File: config.mk
export PLATFORM = sky130hd
export DESIGN_NAME = text_line_renderer
export DESIGN_NICKNAME = d
export VERILOG_FILES = /design/src/rtl/text_line_renderer.sv
export SDC_FILE = /design/constraint.sdc
export NUM_CORES = 1
export LEC_CHECK = 0
export CORE_MARGIN = 2
export CORE_UTILIZATION = 31
export DETAILED_ROUTE_END_ITERATION = 10
export PLACE_DENSITY = 0.83
export SYNTH_ARGS = -nofsm -noshare
export SYNTH_HDL_FRONTEND = slang
export SYNTH_SLANG_ARGS = --single-unit
File: constraint.sdc
create_clock -name clk -period 1.45 [get_ports clk]
set_input_delay 0.2175 -clock clk [delete_from_list [all_inputs] [get_ports clk]]
set_output_delay 0.2175 -clock clk [all_outputs]
set_load 0.005 [all_outputs]
File: src/rtl/text_line_renderer.sv
// -----------------------------------------------------------------------------
// text_line_renderer
//
// Renders one 16-character line of text at a fixed screen origin. The current
// pixel position is mapped to a character cell. The cell index goes out on
// char_xy, and the returned char_code plus the glyph row form the font ROM
// address. The font row that comes back is then sampled at the pixel's bit
// column to give a registered text-on bit and colour.
//
// The pipeline is free-running, with no valid/ready handshake. One pixel enters
// every clk, and its result appears on text_on/text_rgb exactly 3 clks later.
// The sync generator must delay hsync/vsync by the same amount.
//
// Optional feature: define TEXT_LINE_BLINK_EN to blink the text. The text is
// visible for 2^BLINK_LOG2 frames and then blank for 2^BLINK_LOG2 frames.
//
// Ports:
//   clk        in   1   pixel clock
//   reset      in   1   synchronous, active-high
//   video_on   in   1   visible-area flag
//   pixel_x    in  10   current pixel column
//   pixel_y    in  10   current pixel row
//   frame_tick in   1   one pulse per frame (blink counter only)
//   char_xy    out  8   char ROM address {4'h0, column}; combinational
//   char_code  in   7   char ROM data, combinational from char_xy
//   font_addr  out 11   font ROM address {char_code, glyph_row}; registered
//   font_data  in   8   font ROM row, one clk after font_addr; bit 7 = leftmost
//   text_on    out  1   pixel is a set glyph bit; registered
//   text_rgb   out 12   FG_RGB when text_on, else 0; registered
// -----------------------------------------------------------------------------
module text_line_renderer #(
   parameter int          X0         = 192,
   parameter int          Y0         = 32,
   parameter int          SCALE_LOG2 = 1,
   parameter logic [11:0] FG_RGB     = 12'hFFF,
   parameter int          BLINK_LOG2 = 5
) (
   input  logic        clk,
   input  logic        reset,
   input  logic        video_on,
   input  logic [9:0]  pixel_x,
   input  logic [9:0]  pixel_y,
   input  logic        frame_tick,
   output logic [7:0]  char_xy,
   input  logic [6:0]  char_code,
   output logic [10:0] font_addr,
   input  logic [7:0]  font_data,
   output logic        text_on,
   output logic [11:0] text_rgb
);

   localparam int W = 128 << SCALE_LOG2;
   localparam int H = 16 << SCALE_LOG2;

   // Stage 0: geometry (combinational)
   logic [9:0]  dx, dy;
   logic [10:0] px, py;
   logic        in_region;
   logic [3:0]  col_idx;
   logic [3:0]  glyph_row;
   logic [2:0]  bit_col;

   assign dx = pixel_x - 10'(X0);
   assign dy = pixel_y - 10'(Y0);

   // The compares are done at 11 bits so that X0+W and Y0+H cannot wrap.
   assign px = {1'b0, pixel_x};
   assign py = {1'b0, pixel_y};
   assign in_region = (px >= 11'(X0)) && (px < 11'(X0 + W)) &&
                      (py >= 11'(Y0)) && (py < 11'(Y0 + H));

   // Left of X0 the index is garbage. That is harmless because in_region
   // masks the result further down the pipe.
   assign col_idx   = 4'(dx >> (3 + SCALE_LOG2));
   assign glyph_row = 4'(dy >> SCALE_LOG2);
   assign bit_col   = 3'(dx >> SCALE_LOG2);
   assign char_xy   = {4'h0, col_idx};

   // Stages 1 and 2: address register plus side-band delay to line up with font_data
   logic [2:0] bit_col_d1, bit_col_d2;
   logic       in_region_d1, in_region_d2;
   logic       video_on_d1, video_on_d2;

   always_ff @(posedge clk) begin
      if (reset) begin
         font_addr    <= '0;
         bit_col_d1   <= '0;
         bit_col_d2   <= '0;
         in_region_d1 <= 1'b0;
         in_region_d2 <= 1'b0;
         video_on_d1  <= 1'b0;
         video_on_d2  <= 1'b0;
      end else begin
         font_addr    <= {char_code, glyph_row};
         bit_col_d1   <= bit_col;
         in_region_d1 <= in_region;
         video_on_d1  <= video_on;
         bit_col_d2   <= bit_col_d1;
         in_region_d2 <= in_region_d1;
         video_on_d2  <= video_on_d1;
      end
   end

   // Blink gate
   logic show;

`ifdef TEXT_LINE_BLINK_EN
   logic [BLINK_LOG2:0] blink_cnt;

   // A frame_tick that arrives with reset is dropped, because reset has priority.
   always_ff @(posedge clk) begin
      if (reset)
         blink_cnt <= '0;
      else if (frame_tick)
         blink_cnt <= blink_cnt + 1'b1;
   end

   assign show = ~blink_cnt[BLINK_LOG2];
`else
   logic unused_frame_tick;
   assign unused_frame_tick = frame_tick;
   assign show = 1'b1;
`endif

   // Stage 3: output register
   logic pix_bit, on_next;

   assign pix_bit = font_data[3'd7 - bit_col_d2];
   assign on_next = video_on_d2 && in_region_d2 && pix_bit && show;

   always_ff @(posedge clk) begin
      if (reset) begin
         text_on  <= 1'b0;
         text_rgb <= 12'h000;
      end else begin
         text_on  <= on_next;
         text_rgb <= on_next ? FG_RGB : 12'h000;
      end
   end

endmodule

==> results_dict.tcl <==
set metrics [dict create \
    status "finished clean" \
    stdcell_count 154 \
    synth_top_area_frac 0.533 \
    num_vias 647 \
    io_buffers 59 \
    drtAntennaViolNets 0 \
    fmax_ghz 0.712 \
    synth_top_family_by_area "simple AND/OR/NAND/NOR gates" \
    nets 165 \
    synth.area.mux_share 0.0756 \
    p_int_mw 0.915 \
    die-area_mm2 0.00310 \
    synth_area_per_cell_um2 11.2 \
    leakagePower_nw 0.652 \
    grt_pass1_wl_um 2440 \
    rows 18 \
    hold_viol 0 \
    area_delta_synth_final_pct 68.5 \
    rsz0062_at_grt "false" \
    layout_common_cells "clkdlybuf4s50_1 (46), dfxtp_1 (21), nor2b_1 (20)" \
    maxCapViolCount 0 \
    syn-cell-area_um2 827 \
    yosys.area_share.simple 0.185 \
    totalWireLength_um 1570 \
    switchingPower_mw 0.224 \
    start_util 0.331 \
    gp_congestion 0.615 \
    yosys_warnings 0 \
    placed_cells 147 \
    root_buffer "clkbuf_4" \
    ys_seq_area_frac 0.533 \
    synthTopCellsByArea "dfxtp_1 (53%), buf_4 (16%), nor2b_1 (15%), mux4_1 (6.4%), ha_1 (1.5%)" \
    crit_arrival_ns 1.19 \
    first_pass_iters 2 \
    antenna_found_initial 0 \
    worst-setup-path-type "input port to primary output" \
    slew_viol_final 0 \
    worstPathMaxFanout 2 \
    hold_class "input port to primary output" \
    vdd_ir_drop_max_uv 641 \
    cts.sinks 22 \
    wl_met2_um 881 \
    gr-total-overflow 0 \
    postSynthCellCount 74 \
    crit_required_ns 1.23 \
    finalClockSkew_ns 0.00370 \
    gr-usage-all-layers 0.102 \
    setup_ws_ns 0.0457 \
    remaining_drc_errors 0 \
    end_kind "primary output" \
    core-area_mm2 0.00250 \
    grt_max_degree 22 \
    top_layer "met4" \
    setup_viol 0 \
    p_comb_frac 0.152 \
    startpoint_type "input port" \
    met1_length_um 464 \
    wl_per_cell_um 10.2 \
    die_w_um 55.7 \
    ys_ff_latch 22 \
    via_per_inst 4.20 \
    fin_crit_sh 0.968 \
    clock_latency_ns 0.30 \
    grt_pass1_vias 647 \
    synth_fa_ha_area_frac 0.0151 \
    final.setup.tns_ns 0 \
    htree_levels 1 \
    io_pins 71 \
    power.share.clock 0.289 \
    die_h_um 55.7 \
    min_period_ns 1.40 \
    insertedDiodeCount 0 \
    seqPwrFrac 0.559 \
    r2r_setup_slack_ns 0.22 \
    mostFrequentLayoutCell "clkdlybuf4s50_1" \
    holdBufCountCts 0 \
    synth.distinct_cells 14 \
    synth_xor_area_frac 0.0106 \
    synth_compound_area_frac 0 \
    cts_tree "built" \
    cts_inserted_buffers 3 \
    place_ws_ns -0.186 \
    netSwitchingFraction 0.197 \
    dr_wl_met3_um 207 \
    synth_top_area_cell "dfxtp_1" \
    drt_iter0_markers 12 \
    cts_max_path_buffers 2 \
    drive_above_1_share 0.0645 \
    pwr_density_cell_mw_per_mm2 817 \
]
[critical path: stages]
cell	delay, ns
clkdlybuf4s50_1	0.42
ha_1	0.29
dlygate4sd2_1	0.26
[worst paths after layout]
check	start	endpoint	cells after the start
worst min-delay path	pixel_x[5]	char_xy[1]	0
worst min register to register	video_on_d2$_SDFF_PP0_	text_rgb[10]$_SDFF_PP0_	2
worst max register to register	bit_col_d2[0]$_SDFF_PP0_	text_rgb[10]$_SDFF_PP0_	3
worst max-delay path	pixel_x[6]	char_xy[3]	3
[cell families (layout without fill, tap and decap cells)]
kind of cell               Yosys count  after routing
DFF                                 22             22
other                                1              4
and+or+nand+nor                     25             25
muxes                                3              3
xor gates and xnor gates             1              1
adders and majority gates            1              1
buffers and inverters               21             68
[area by class of cell]
cell class | count | area [µm²]
clock buffer | 4 | 36.3
fill | 233 | 1110
sequential | 22 | 444
timing repair buffer | 63 | 621
multi-input combinational | 34 | 251
inverter | 1 | 3.75
tap | 30 | 37.5
[state kept, by name, indices dropped and copies added, names as in the netlist]
| signal | flops |
|---|---|
| bit_col_d1 | 3 |
| bit_col_d2 | 3 |
| font_addr | 11 |
| in_region_d1 | 1 |
| in_region_d2 | 1 |
| text_rgb | 1 |
| video_on_d1 | 1 |
| video_on_d2 | 1 |
[stage by stage]
stage | power (mW) | area (µm²) | utilization | hold WS [ns]
2_1_floorplan | 0.707 | 838 | - | 0.289
3_3_place_gp | 0.825 | 1330 | 0.533 | 0.418
6_report | 1.14 | 1390 | 0.558 | 0.435
4_1_cts | 1.16 | 1360 | 0.544 | 0.435
3_5_place_dp | 0.831 | 1330 | 0.533 | 0.426
5_1_grt | 1.20 | 1390 | 0.558 | 0.434
[what timing repair did]
item                                    4_1_cts  5_1_grt
setup buffers                                 0        3
endpoints found under the setup margin       14        5
gates resized for setup                      12        3
[synth_stat cells]
| cell type | count |
|---|---|
| nor4b_1 | 1 |
| clkbuf_1 | 2 |
| xor2_1 | 1 |
| buf_4 | 18 |
| nor2b_1 | 20 |
| nor3_1 | 1 |
| nand2_1 | 2 |
| dfxtp_1 | 22 |
| mux2i_1 | 1 |
| conb_1 | 1 |
| ha_1 | 1 |
| nor4_1 | 1 |
| inv_1 | 1 |
| mux4_1 | 2 |
[metal layers]
layer | up-vias | GRT usage
met5 | - | 0
met4 | 0 | 0.0523
met3 | 2 | 0.0326
met2 | 50 | 0.213
met1 | 284 | 0.0786
li1 | 311 | -
[power groups by stage]
stage               Combinational (mW)  Clock [mW]  Sequential (mW)
floorplan                       0.0540           0            0.653
global placement                 0.174           0            0.651
detailed placement               0.179           0            0.653
CTS                              0.177       0.342            0.637
global route                     0.188       0.370            0.640
finish                           0.173       0.329            0.636
(Power assumes the default switching activity.)
